**config.mk**
```make
export PLATFORM = sky130hd
export DESIGN_NAME = arp_rx_parser
export DESIGN_NICKNAME = d
export VERILOG_FILES = /design/src/rtl/arp_pkg.sv /design/src/rtl/sat_counter.sv /design/src/rtl/arp_rx_parser.sv
export SDC_FILE = /design/constraint.sdc
export NUM_CORES = 1
export LEC_CHECK = 0
export ABC_AREA = 1
export ABC_CLOCK_PERIOD_IN_PS = 2400
export BUFFER_PORTS_ARGS = -buffer_cell sky130_fd_sc_hd__buf_2
export CAP_MARGIN = 15
export CORE_UTILIZATION = 40
export DETAILED_ROUTE_END_ITERATION = 7
export GPL_TIMING_DRIVEN = 0
export PLACE_DENSITY_LB_ADDON = 0.05
export SYNTH_ARGS = -nofsm -noshare
export SYNTH_HDL_FRONTEND = slang
export SYNTH_HIERARCHICAL = 1
export SYNTH_SLANG_ARGS = --single-unit
export TNS_END_PERCENT = 20
```
**constraint.sdc**
```tcl
create_clock -name clk -period 2.4 [get_ports clk]
set_input_delay 0.24 -clock clk [delete_from_list [all_inputs] [get_ports clk]]
set_output_delay 0.24 -clock clk [all_outputs]
set_load 0.01 [all_outputs]
```
**src/rtl/arp_pkg.sv**
```systemverilog
// Shared ARP constants, parser state encoding and the request record handed to the responder.
package arp_pkg;

  localparam logic [15:0] ARP_HTYPE_ETH  = 16'h0001;
  localparam logic [15:0] ARP_PTYPE_IPV4 = 16'h0800;
  localparam logic [7:0]  ARP_HLEN       = 8'd6;
  localparam logic [7:0]  ARP_PLEN       = 8'd4;
  localparam logic [15:0] ARP_OP_REQ     = 16'h0001;
  localparam logic [15:0] ARP_OP_REP     = 16'h0002;

  // Word indices within the ARP payload
  localparam logic [2:0] WIDX_W0     = 3'd0;
  localparam logic [2:0] WIDX_W1     = 3'd1;
  localparam logic [2:0] WIDX_SHA_HI = 3'd2;
  localparam logic [2:0] WIDX_MID    = 3'd3;
  localparam logic [2:0] WIDX_SPA_LO = 3'd4;
  localparam logic [2:0] WIDX_TPA    = 3'd6;
  localparam logic [2:0] WIDX_MAX    = 3'd7;

  typedef enum logic [1:0] {
    S_HDR  = 2'd0,
    S_BODY = 2'd1,
    S_PAD  = 2'd2
  } arp_state_e;

  typedef struct packed {
    logic [47:0] sha;
    logic [31:0] spa;
  } arp_req_t;

  function automatic logic arp_w0_ok(input logic [31:0] w);
    return w == {ARP_HTYPE_ETH, ARP_PTYPE_IPV4};
  endfunction

  function automatic logic arp_w1_ok(input logic [31:0] w);
    return w[31:16] == {ARP_HLEN, ARP_PLEN};
  endfunction

endpackage

```
**src/rtl/sat_counter.sv**
```systemverilog
// Up-counter that sticks at all-ones instead of wrapping.
module sat_counter #(
  parameter int unsigned W = 16
) (
  input  logic         clk,
  input  logic         rst_n,
  input  logic         i_inc,
  output logic [W-1:0] o_cnt
);

  logic [W-1:0] r_cnt;

  always_ff @(posedge clk or negedge rst_n) begin
    if (!rst_n) begin
      r_cnt <= '0;
    end else if (i_inc && (r_cnt != '1)) begin
      r_cnt <= r_cnt + W'(1);
    end
  end

  assign o_cnt = r_cnt;

endmodule

```
**src/rtl/arp_rx_parser.sv**
```systemverilog
// Word-serial ARP payload parser: validates the header, matches TPA against LOCAL_IP and
// hands requester MAC/IP to the responder through a one-entry valid/ready slot.
module arp_rx_parser
  import arp_pkg::*;
#(
  parameter logic [31:0] LOCAL_IP = 32'hC0A8_010A,
  parameter int unsigned CNT_W    = 16
) (
  input  logic             clk,
  input  logic             rst_n,
  input  logic [31:0]      i_arp_data,
  input  logic             i_arp_valid,
  input  logic             i_arp_last,
  output logic             o_req_valid,
  input  logic             i_req_ready,
  output logic [47:0]      o_req_sha,
  output logic [31:0]      o_req_spa,
  output logic [CNT_W-1:0] o_err_cnt,
  output logic [CNT_W-1:0] o_ovf_cnt
);

  arp_state_e r_state;
  arp_state_e w_state_nxt;

  logic [2:0] r_widx;
  logic       r_bad;
  logic       r_is_req;
  logic       r_tpa_hit;
  arp_req_t   r_shadow;
  arp_req_t   r_slot;
  logic       r_req_valid;

  logic w_beat;
  logic w_last;
  logic w_hdr_err;
  logic w_runt;
  logic w_bad_now;
  logic w_tpa_now;
  logic w_emit;
  logic w_drain;
  logic w_load;
  logic w_err_inc;
  logic w_ovf_inc;

  assign w_beat = i_arp_valid;
  assign w_last = i_arp_valid & i_arp_last;

  always_comb begin
    w_hdr_err = 1'b0;
    if (w_beat && (r_state == S_HDR)) begin
      if (r_widx == WIDX_W0) begin
        w_hdr_err = !arp_w0_ok(i_arp_data);
      end else if (r_widx == WIDX_W1) begin
        w_hdr_err = !arp_w1_ok(i_arp_data);
      end
    end
  end

  assign w_runt    = w_last && (r_widx < WIDX_TPA);
  assign w_bad_now = r_bad | w_hdr_err | w_runt;

  // TPA may arrive on the deciding beat itself, so use the live compare there
  assign w_tpa_now = (w_beat && (r_state == S_BODY) && (r_widx == WIDX_TPA)) ?
                     (i_arp_data == LOCAL_IP) : r_tpa_hit;

  assign w_emit    = w_last & ~w_bad_now & r_is_req & w_tpa_now;
  assign w_err_inc = w_last & w_bad_now;
  assign w_drain   = r_req_valid & i_req_ready;
  assign w_load    = w_emit & (~r_req_valid | i_req_ready);
  assign w_ovf_inc = w_emit & ~w_load;

  always_comb begin
    w_state_nxt = r_state;
    if (w_beat) begin
      case (r_state)
        S_HDR: begin
          if (w_last) begin
            w_state_nxt = S_HDR;
          end else if (w_bad_now) begin
            w_state_nxt = S_PAD;
          end else if (r_widx == WIDX_W1) begin
            w_state_nxt = S_BODY;
          end
        end
        S_BODY: begin
          if (w_last) begin
            w_state_nxt = S_HDR;
          end else if (r_widx == WIDX_TPA) begin
            w_state_nxt = S_PAD;
          end
        end
        S_PAD: begin
          if (w_last) begin
            w_state_nxt = S_HDR;
          end
        end
        default: w_state_nxt = S_HDR;
      endcase
    end
  end

  always_ff @(posedge clk or negedge rst_n) begin
    if (!rst_n) begin
      r_state <= S_HDR;
    end else begin
      r_state <= w_state_nxt;
    end
  end

  always_ff @(posedge clk or negedge rst_n) begin
    if (!rst_n) begin
      r_widx    <= '0;
      r_bad     <= 1'b0;
      r_is_req  <= 1'b0;
      r_tpa_hit <= 1'b0;
    end else if (w_beat) begin
      if (w_last) begin
        r_widx    <= '0;
        r_bad     <= 1'b0;
        r_is_req  <= 1'b0;
        r_tpa_hit <= 1'b0;
      end else begin
        if (r_widx != WIDX_MAX) begin
          r_widx <= r_widx + 3'd1;
        end
        r_bad     <= w_bad_now;
        r_tpa_hit <= w_tpa_now;
        if ((r_state == S_HDR) && (r_widx == WIDX_W1)) begin
          r_is_req <= (i_arp_data[15:0] == ARP_OP_REQ);
        end
      end
    end
  end

  always_ff @(posedge clk or negedge rst_n) begin
    if (!rst_n) begin
      r_shadow <= '0;
    end else if (w_beat && (r_state == S_BODY)) begin
      case (r_widx)
        WIDX_SHA_HI: r_shadow.sha[47:16] <= i_arp_data;
        WIDX_MID: begin
          r_shadow.sha[15:0]  <= i_arp_data[31:16];
          r_shadow.spa[31:16] <= i_arp_data[15:0];
        end
        WIDX_SPA_LO: r_shadow.spa[15:0] <= i_arp_data[31:16];
        default: ;
      endcase
    end
  end

  // A drain and a load on the same edge keep the slot full with the new record
  always_ff @(posedge clk or negedge rst_n) begin
    if (!rst_n) begin
      r_slot      <= '0;
      r_req_valid <= 1'b0;
    end else if (w_load) begin
      r_slot      <= r_shadow;
      r_req_valid <= 1'b1;
    end else if (w_drain) begin
      r_req_valid <= 1'b0;
    end
  end

  sat_counter #(
    .W(CNT_W)
  ) u_err_cnt (
    .clk   (clk),
    .rst_n (rst_n),
    .i_inc (w_err_inc),
    .o_cnt (o_err_cnt)
  );

  sat_counter #(
    .W(CNT_W)
  ) u_ovf_cnt (
    .clk   (clk),
    .rst_n (rst_n),
    .i_inc (w_ovf_inc),
    .o_cnt (o_ovf_cnt)
  );

  assign o_req_valid = r_req_valid;
  assign o_req_sha   = r_slot.sha;
  assign o_req_spa   = r_slot.spa;

endmodule

```
==> impl_summary.log, run 1 <==
[metrics] flop and latch count out of synthesis: 201
[metrics] number of distinct standard cells referenced by the synthesized netlist: 28
[metrics] number of global-route vias before repair: 6955
[metrics] headroom to the max-slew limit: 0.504
[metrics] initial cell density of the core: 0.411
[metrics] count of fill cells added during filler insertion: 2200
[metrics] Synth Flop Type: sky130_fd_sc_hd__dfrtp_1
[metrics] element type at the critical path end: flop
[metrics] Chip Height: 152 um
[metrics] slew at the pin with the worst max-slew slack: 0.745 ns
[metrics] first drt pass iteration count: 7
[metrics] worst-path fanout max: 10
[metrics] detailed-placement wirelength estimate: 16.4 mm
[metrics] family with the most delay on the worst path: buffers and inverters
[metrics] total chip power: 9.18 mW
[metrics] most area-consuming cells after synthesis: sky130_fd_sc_hd__dfrtp_1 (56%), sky130_fd_sc_hd__nand2_1 (14%), sky130_fd_sc_hd__mux2_2 (8.5%)
[metrics] area inside the core boundary: 22000 um2
[metrics] Syn-to-layout area delta: 23.8%
[metrics] class of the tightest hold or removal check: in -> reg
[metrics] wire length of the first global-routing pass: 38.1 mm
[metrics] violations in the final reports: design-rule violations
[metrics] final RePlAce weighted congestion: 0.790
[metrics] leading cell type by number of instances after synthesis: sky130_fd_sc_hd__nand2_1
[metrics] Clock Root Buffer: sky130_fd_sc_hd__clkbuf_16
[metrics] run status: finished with violations
[metrics] maximum clock path buffer count: 3
[metrics] global-route total usage across every layer: 0.206
[metrics] Cells after Synth: 969
[metrics] register area share after synthesis: 0.558
[metrics] final core occ: 0.509
[metrics] biggest cell delay along the critical path: 0.56 ns
[metrics] DIE AREA: 23200 um2
[metrics] grt ovf: 0
[metrics] initial antenna violation count: 2
[metrics] buffering stage count on the worst path with inverters included: 4
[metrics] number of remaining DRC errors: 18
[metrics] Post-synth ARST share: 1.00
[metrics] latest clock arrival within the worst-skew pair: 0.51 ns
[metrics] top-level port count: 150
[metrics] max capacitance violation total: 0
[metrics] TritonCTS clock tree: built
[metrics] maximum number of pins on one net before global-route repair: 111
[metrics] DR WL/cell: 16.0 um
[metrics] cell taking the most area after synthesis: sky130_fd_sc_hd__dfrtp_1
[metrics] min cycle time layout: 2.24 ns
[metrics] Post-synth top cells: sky130_fd_sc_hd__nand2_1 (338), sky130_fd_sc_hd__dfrtp_1 (201), sky130_fd_sc_hd__nand3_1 (100)
[metrics] total number of vias: 7130
[metrics] Final setup viols: 0
[metrics] Syn Area/Cell: 9.31 um2
[metrics] WP data required: 2.78 ns
[metrics] class of the most critical setup path: reg -> reg
[metrics] sum of routed wire segments on met1: 11.7 mm
[metrics] proportion of layout cells with a drive suffix above 1: 0.295
[metrics] clock transition time at the flip-flop clock pins of the worst setup and hold paths: 0.06 ns
[metrics] antenna-violating nets left: 0
[metrics] FP Rows: 54
[metrics] htree depth: 1
[metrics] area of the mapped netlist: 9020 um2
[metrics] highest metal layer used by the detailed router: met5
[metrics] Starting DRT DRC Count: 332
[metrics] number of hold violations in the final report: 0
[metrics] sum of met3 wire segment lengths after detailed routing: 1.31 mm
[metrics] share of the synthesized area in the top cell type: 0.558
[metrics] cell with the largest stage delay on the worst path: sky130_fd_sc_hd__clkbuf_1
[metrics] met2 routed wirelength: 10.1 mm
[metrics] net count of the finished layout: 1204
[metrics] clk_skew: 0.0128 ns
[metrics] RSZ-0062 raised after global routing: yes
[metrics] die outline width: 152 um
[metrics] Peak supply drop: 0.000580 V
[metrics] ratio of total power to cell area: 822 nW/um2
[metrics] Worst path most repeated cell: sky130_fd_sc_hd__clkbuf_1
[metrics] Achievable Freq: 0.447 GHz
[metrics] static leakage: 5.99 nW
[metrics] list of cells traversed by the critical path: nand2_1 > clkbuf_1 > clkbuf_1 > nor3_4 > buf_4 > nand2_2 > buf_6 > o21ai_0
[metrics] number of buffer cells added on primary ports: 149
[metrics] share of the clock period used by the worst path: 0.931
[metrics] number of warnings printed during yosys synthesis: 6
[metrics] count of flip-flops with a built-in enable after synthesis: 0
[metrics] nets in the synthesized netlist: 1014
[metrics] WP data arrival: 2.62 ns
[metrics] detail-routed via count per cell: 4.89
[metrics] number of max-slew violations in the final report: 0
[metrics] Startpoint Class: flop
[metrics] TritonCTS buffer count: 24
[metrics] clock sink count: 201
[metrics] final routed wirelength across all metal layers: 23.3 mm
[final cells by class]
| class | count | area, um2 | share of cell area |
|---|---|---|---|
| Timing Repair Buffer | 164 | 908 | 0.0813 |
| Clock buffer | 33 | 706 | 0.0632 |
| Multi-Input combinational cell | 685 | 3680 | 0.330 |
| Inverter | 47 | 176 | 0.0158 |
| Tap cell | 280 | 350 | 0.0314 |
| Antenna cell | 1 | 2.50 | 0.000224 |
| Buffer | 36 | 201 | 0.0180 |
| Sequential cell | 201 | 5030 | 0.450 |
| Clock inverter | 11 | 109 | 0.00975 |
[routing by layer]
layer  up-vias  track usage
li1       3535            -
met1      3422        0.307
met2       155        0.314
met3        16       0.0387
met4         2       0.0345
met5         -            0
[logic make-up after synthesis]
kind of cell	Yosys count	share of synthesized area
AO/OA/AOI/OAI	43	0.0280
XOR/XNOR	12	0.0117
adder cells (fa/ha/maj)	8	0.0111
buffers and inverters	83	0.0408
flip-flops	201	0.558
multiplexers	68	0.0849
AND/OR/NAND/NOR	554	0.266
[worst register-to-register path: cells and delay by family, from the launching register on]
kind,cells,cell delay (ns)
simple gates,3,0.33
buf+inv,4,1.33
compound gates,1,0.08
flops,1,0.38
[where the power goes]
group | switching, mW | internal, mW
clock | 1.41 | 2.27
combinational | 0.652 | 0.598
sequential | 0.351 | 3.90
total | 2.41 | 6.77
[registers in the layout, indices dropped and copies added (netlist names)]
| register | count |
|---|---|
| o_req_spa | 32 |
| r_state | 2 |
| r_widx | 3 |
| u_ovf_cnt/o_cnt | 16 |
| r_is_req | 1 |
| r_tpa_hit | 1 |
| r_shadow | 80 |
| o_req_valid | 1 |
| u_err_cnt/o_cnt | 16 |
| o_req_sha | 48 |
| r_bad | 1 |
[placed cells by master, fill, tap and decap left out, types with 2 or more instances in the layout]
cell type and n:
sky130_fd_sc_hd__buf_4 7, sky130_fd_sc_hd__nor2_2 16, sky130_fd_sc_hd__inv_1 39, sky130_fd_sc_hd__buf_6 4, sky130_fd_sc_hd__mux2_2 68, sky130_fd_sc_hd__clkbuf_8 5, sky130_fd_sc_hd__xnor2_1 10, sky130_fd_sc_hd__o21a_1 5
sky130_fd_sc_hd__nand3_1 99, sky130_fd_sc_hd__dlygate4sd3_1 8, sky130_fd_sc_hd__bufinv_16 2, sky130_fd_sc_hd__xor2_1 2, sky130_fd_sc_hd__clkbuf_16 25, sky130_fd_sc_hd__clkbuf_4 3, sky130_fd_sc_hd__clkinv_2 8, sky130_fd_sc_hd__nand2_2 13
sky130_fd_sc_hd__buf_2 165, sky130_fd_sc_hd__dfrtp_1 201, sky130_fd_sc_hd__a21oi_1 11, sky130_fd_sc_hd__clkbuf_1 14, sky130_fd_sc_hd__ha_1 6, sky130_fd_sc_hd__nor2_1 61, sky130_fd_sc_hd__nand2_1 335, sky130_fd_sc_hd__nor2_4 9
sky130_fd_sc_hd__inv_2 8, sky130_fd_sc_hd__nand4_4 2, sky130_fd_sc_hd__nand4_1 15, sky130_fd_sc_hd__o21ai_2 4, sky130_fd_sc_hd__o21ai_0 19
[final timing paths]
path / start / endpoint / slack [ns] / cells after the start
max: o_req_valid / u_ovf_cnt/o_cnt[2] / 0.16 / 8
min: i_arp_data[9] / r_shadow[25] / 0.03 / 2
max reg2reg: o_req_valid / u_ovf_cnt/o_cnt[2] / 0.16 / 8
min reg2reg: o_req_spa[22] / o_req_spa[22] / 0.46 / 2
max in group asynchronous: rst_n / u_ovf_cnt/o_cnt[10] / 1.07 / 3
min in group asynchronous: rst_n / o_req_sha[0] / 0.31 / 2
[per-stage QoR]
step           hold WS, ns  TNS, ns  std cells  instance area (um2)  setup slack [ns]
5_1_grt             0.0255  -0.0609       1457                11200           -0.0523
3_5_place_dp         0.315   -20.40       1399                10200            -0.304
4_1_cts            0.00229        0       1453                11100            0.0314
6_report            0.0280        0       1458                11200             0.165
3_3_place_gp         0.450  -529.34       1398                10100             -2.56
2_1_floorplan      -0.0556        0        969                 9020             0.184
[timing repair]
action                                 in CTS  in global routing
hold buffers                                8                  0
setup buffers                               2                  4
endpoints found under the hold margin     104                  0
setup endpoints to repair                 104                106
pin swaps                                   1                  6
resized for setup                           9                 16
(Power assumes the default switching activity.)
==> run 2: changes to the inputs <==
--- a/config.mk
+++ b/config.mk
@@ -10,6 +10,7 @@
 export BUFFER_PORTS_ARGS = -buffer_cell sky130_fd_sc_hd__buf_2
 export CAP_MARGIN = 15
 export CORE_UTILIZATION = 40
+export CTS_BUF_LIST = sky130_fd_sc_hd__clkbuf_4 sky130_fd_sc_hd__clkbuf_8 sky130_fd_sc_hd__clkbuf_16
 export DETAILED_ROUTE_END_ITERATION = 7
 export GPL_TIMING_DRIVEN = 0
 export PLACE_DENSITY_LB_ADDON = 0.05
==> run 2 against run 1 <==
Effect of this change: combinational power about the same; power is 0.44% higher; the run still ends with design-rule violations left; clock skew about the same; sequential cell count did not move; critical endpoint unchanged; setup slack improved by 0.013 ns; clock power grew 1%.
==> impl_summary.log, run 2 (same netlist as run 1, synthesis figures left out) <==
[metrics] busiest layer in global routing: met2
[metrics] list of cells traversed by the critical path: nand2_1 > clkbuf_1 > clkbuf_1 > nor3_4 > buf_4 > nand2_2 > buf_6 > o21ai_0
[metrics] initial antenna violation count: 2
[metrics] ratio of total power to cell area: 825 nW/um2
[metrics] number of buffer cells added on primary ports: 149
[metrics] net count of the finished layout: 1204
[metrics] DR WL/cell: 16.0 um
[metrics] die outline width: 152 um
[metrics] proportion of layout cells with a drive suffix above 1: 0.297
[metrics] FP Rows: 54
[metrics] met3 Resource Use GR: 0.0387
[metrics] Achievable Freq: 0.450 GHz
[metrics] Post-Place Cell Area: 10200 um2
[metrics] Layout Cell Area excl Fill: 11200 um2
[metrics] source of the worst hold timing path: i_arp_data[9]
[metrics] number of global-route vias before repair: 6982
[metrics] headroom to the max-slew limit: 0.508
[metrics] htree depth: 1
[metrics] final core occ: 0.509
[metrics] number of flip-flops in the largest register: 80
[metrics] antenna-violating nets left: 0
[metrics] WP data arrival: 2.60 ns
[metrics] final RePlAce weighted congestion: 0.790
[metrics] detailed-placement wirelength estimate: 16.4 mm
[metrics] Clock Root Buffer: sky130_fd_sc_hd__clkbuf_16
[metrics] cell with the largest stage delay on the worst path: sky130_fd_sc_hd__clkbuf_1
[metrics] global-route total usage across every layer: 0.206
[metrics] min cycle time layout: 2.22 ns
[metrics] Starting DRT DRC Count: 359
[metrics] number of hold violations in the final report: 0
[metrics] clock sink count: 201
[metrics] commonest cells after routing, fill and taps aside: sky130_fd_sc_hd__nand2_1 (335), sky130_fd_sc_hd__dfrtp_1 (201), sky130_fd_sc_hd__buf_2 (165)
[metrics] biggest cell delay along the critical path: 0.55 ns
[metrics] class of the most critical setup path: reg -> reg
[metrics] Final setup viols: 0
[metrics] DIE AREA: 23200 um2
[metrics] maximum number of pins on one net before global-route repair: 111
[metrics] share of the clock period used by the worst path: 0.926
[metrics] clk_skew: 0.0126 ns
[metrics] top-level port count: 150
[metrics] number of remaining DRC errors: 18
[metrics] smallest hold slack: 0.0283 ns
[metrics] WP data required: 2.78 ns
[metrics] Startpoint Class: flop
[metrics] wire length of the first global-routing pass: 38.2 mm
[metrics] violations in the final reports: design-rule violations
[metrics] startpoint of the worst register-to-register path: o_req_valid
[metrics] detail-routed via count per cell: 4.88
[metrics] Critical path origin: o_req_valid
[metrics] number of placed cells counting well taps: 1399
[metrics] element type at the critical path end: flop
[metrics] Setup TNS Final: 0 ns
[metrics] TritonCTS buffer count: 24
[metrics] global-route met1 utilization: 0.307
[metrics] grt ovf: 0
[metrics] TritonCTS clock tree: built
[metrics] max capacitance violation total: 0
[metrics] Peak supply drop: 0.000582 V
[metrics] commonest non-fill, non-tap cell in the layout: sky130_fd_sc_hd__nand2_1
[metrics] final routed wirelength across all metal layers: 23.4 mm
[metrics] latest clock arrival within the worst-skew pair: 0.51 ns
[metrics] number of max-slew violations in the final report: 0
[metrics] Worst path most repeated cell: sky130_fd_sc_hd__clkbuf_1
[metrics] static leakage: 6.00 nW
[metrics] first drt pass iteration count: 6
[metrics] Chip Height: 152 um
[metrics] maximum clock path buffer count: 3
[metrics] class of the tightest hold or removal check: in -> reg
[metrics] area inside the core boundary: 22000 um2
[metrics] Syn-to-layout area delta: 24.0%
[metrics] worst-path fanout max: 10
[metrics] initial cell density of the core: 0.411
[metrics] Largest Register: r_shadow
[metrics] RSZ-0062 raised after global routing: yes
[metrics] clock transition time at the flip-flop clock pins of the worst setup and hold paths: 0.06 ns
[metrics] slew at the pin with the worst max-slew slack: 0.738 ns
[metrics] met2 layer usage reported by global route: 0.315
[metrics] count of fill cells added during filler insertion: 2195
[metrics] final instance count without filler cells: 1458
[metrics] total number of vias: 7122
[metrics] run status: finished with violations
-- run 2: changes by cell type in the layout (fill, tap and decap cells not counted) --
cell                       delta
sky130_fd_sc_hd__clkbuf_4     +3
sky130_fd_sc_hd__clkbuf_1     -3
-- run 2: final timing paths --
check                                 endpoint  slack, ns  cells past startpoint
max                         u_ovf_cnt/o_cnt[2]       0.18                      8
min                               r_shadow[25]       0.03                      2
max reg2reg                 u_ovf_cnt/o_cnt[2]       0.18                      8
min reg2reg                      o_req_spa[22]       0.46                      2
max in group asynchronous  u_ovf_cnt/o_cnt[10]       1.07                      3
min in group asynchronous         o_req_sha[0]       0.31                      2
-- run 2: repair_timing --
item / CTS / global route
endpoints found under the setup margin: 104 / 106
buffers inserted: 2 / 4
endpoints found under the hold margin: 103 / 0
gates resized for setup: 9 / 16
hold buffers: 8 / 0
pin swaps: 1 / 6
-- run 2: worst max-delay path, delay by kind of cell, from the launching register on --
family	cells	cell delay, ns
buffers and inverters	4	1.31
flip-flops	1	0.38
AND/OR/NAND/NOR	3	0.33
AO/OA/AOI/OAI	1	0.08
-- run 2: cell type report --
type / count / area (um2) / area share
diodes: 1 / 2.50 / 0.000224
plain buffers: 36 / 201 / 0.0180
clock buffers: 33 / 717 / 0.0641
clock inverters: 11 / 109 / 0.00974
inverters: 47 / 176 / 0.0158
multi-input cells: 685 / 3680 / 0.330
flip-flops and latches: 201 / 5030 / 0.450
well taps: 280 / 350 / 0.0313
repair buffers: 164 / 908 / 0.0813
-- run 2: per-stage QoR --
stage                     power [mW]  worst slack, ns
after floorplan                 5.05            0.184
after global placement          5.45            -2.56
after detailed placement        5.49           -0.304
after CTS                       9.28           0.0314
after global routing            9.70          -0.0523
final                           9.22            0.178
-- run 2: power breakdown --
part           leakage (nW)  total [mW]  internal, mW  switching, mW
combinational          2.88        1.25         0.598          0.655
clock                 0.422        3.72          2.30           1.41
sequential             2.70        4.25          3.90          0.351
total                  6.00        9.22          6.80           2.42
-- run 2: per-layer routing --
layer	vias to the layer above	wire length (um)	part of all wire
met4	2	210	0.0090
met2	137	10100	0.43
met5	-	8	0.00034
li1	3533	-	-
met1	3434	11900	0.51
met3	16	1170	0.050
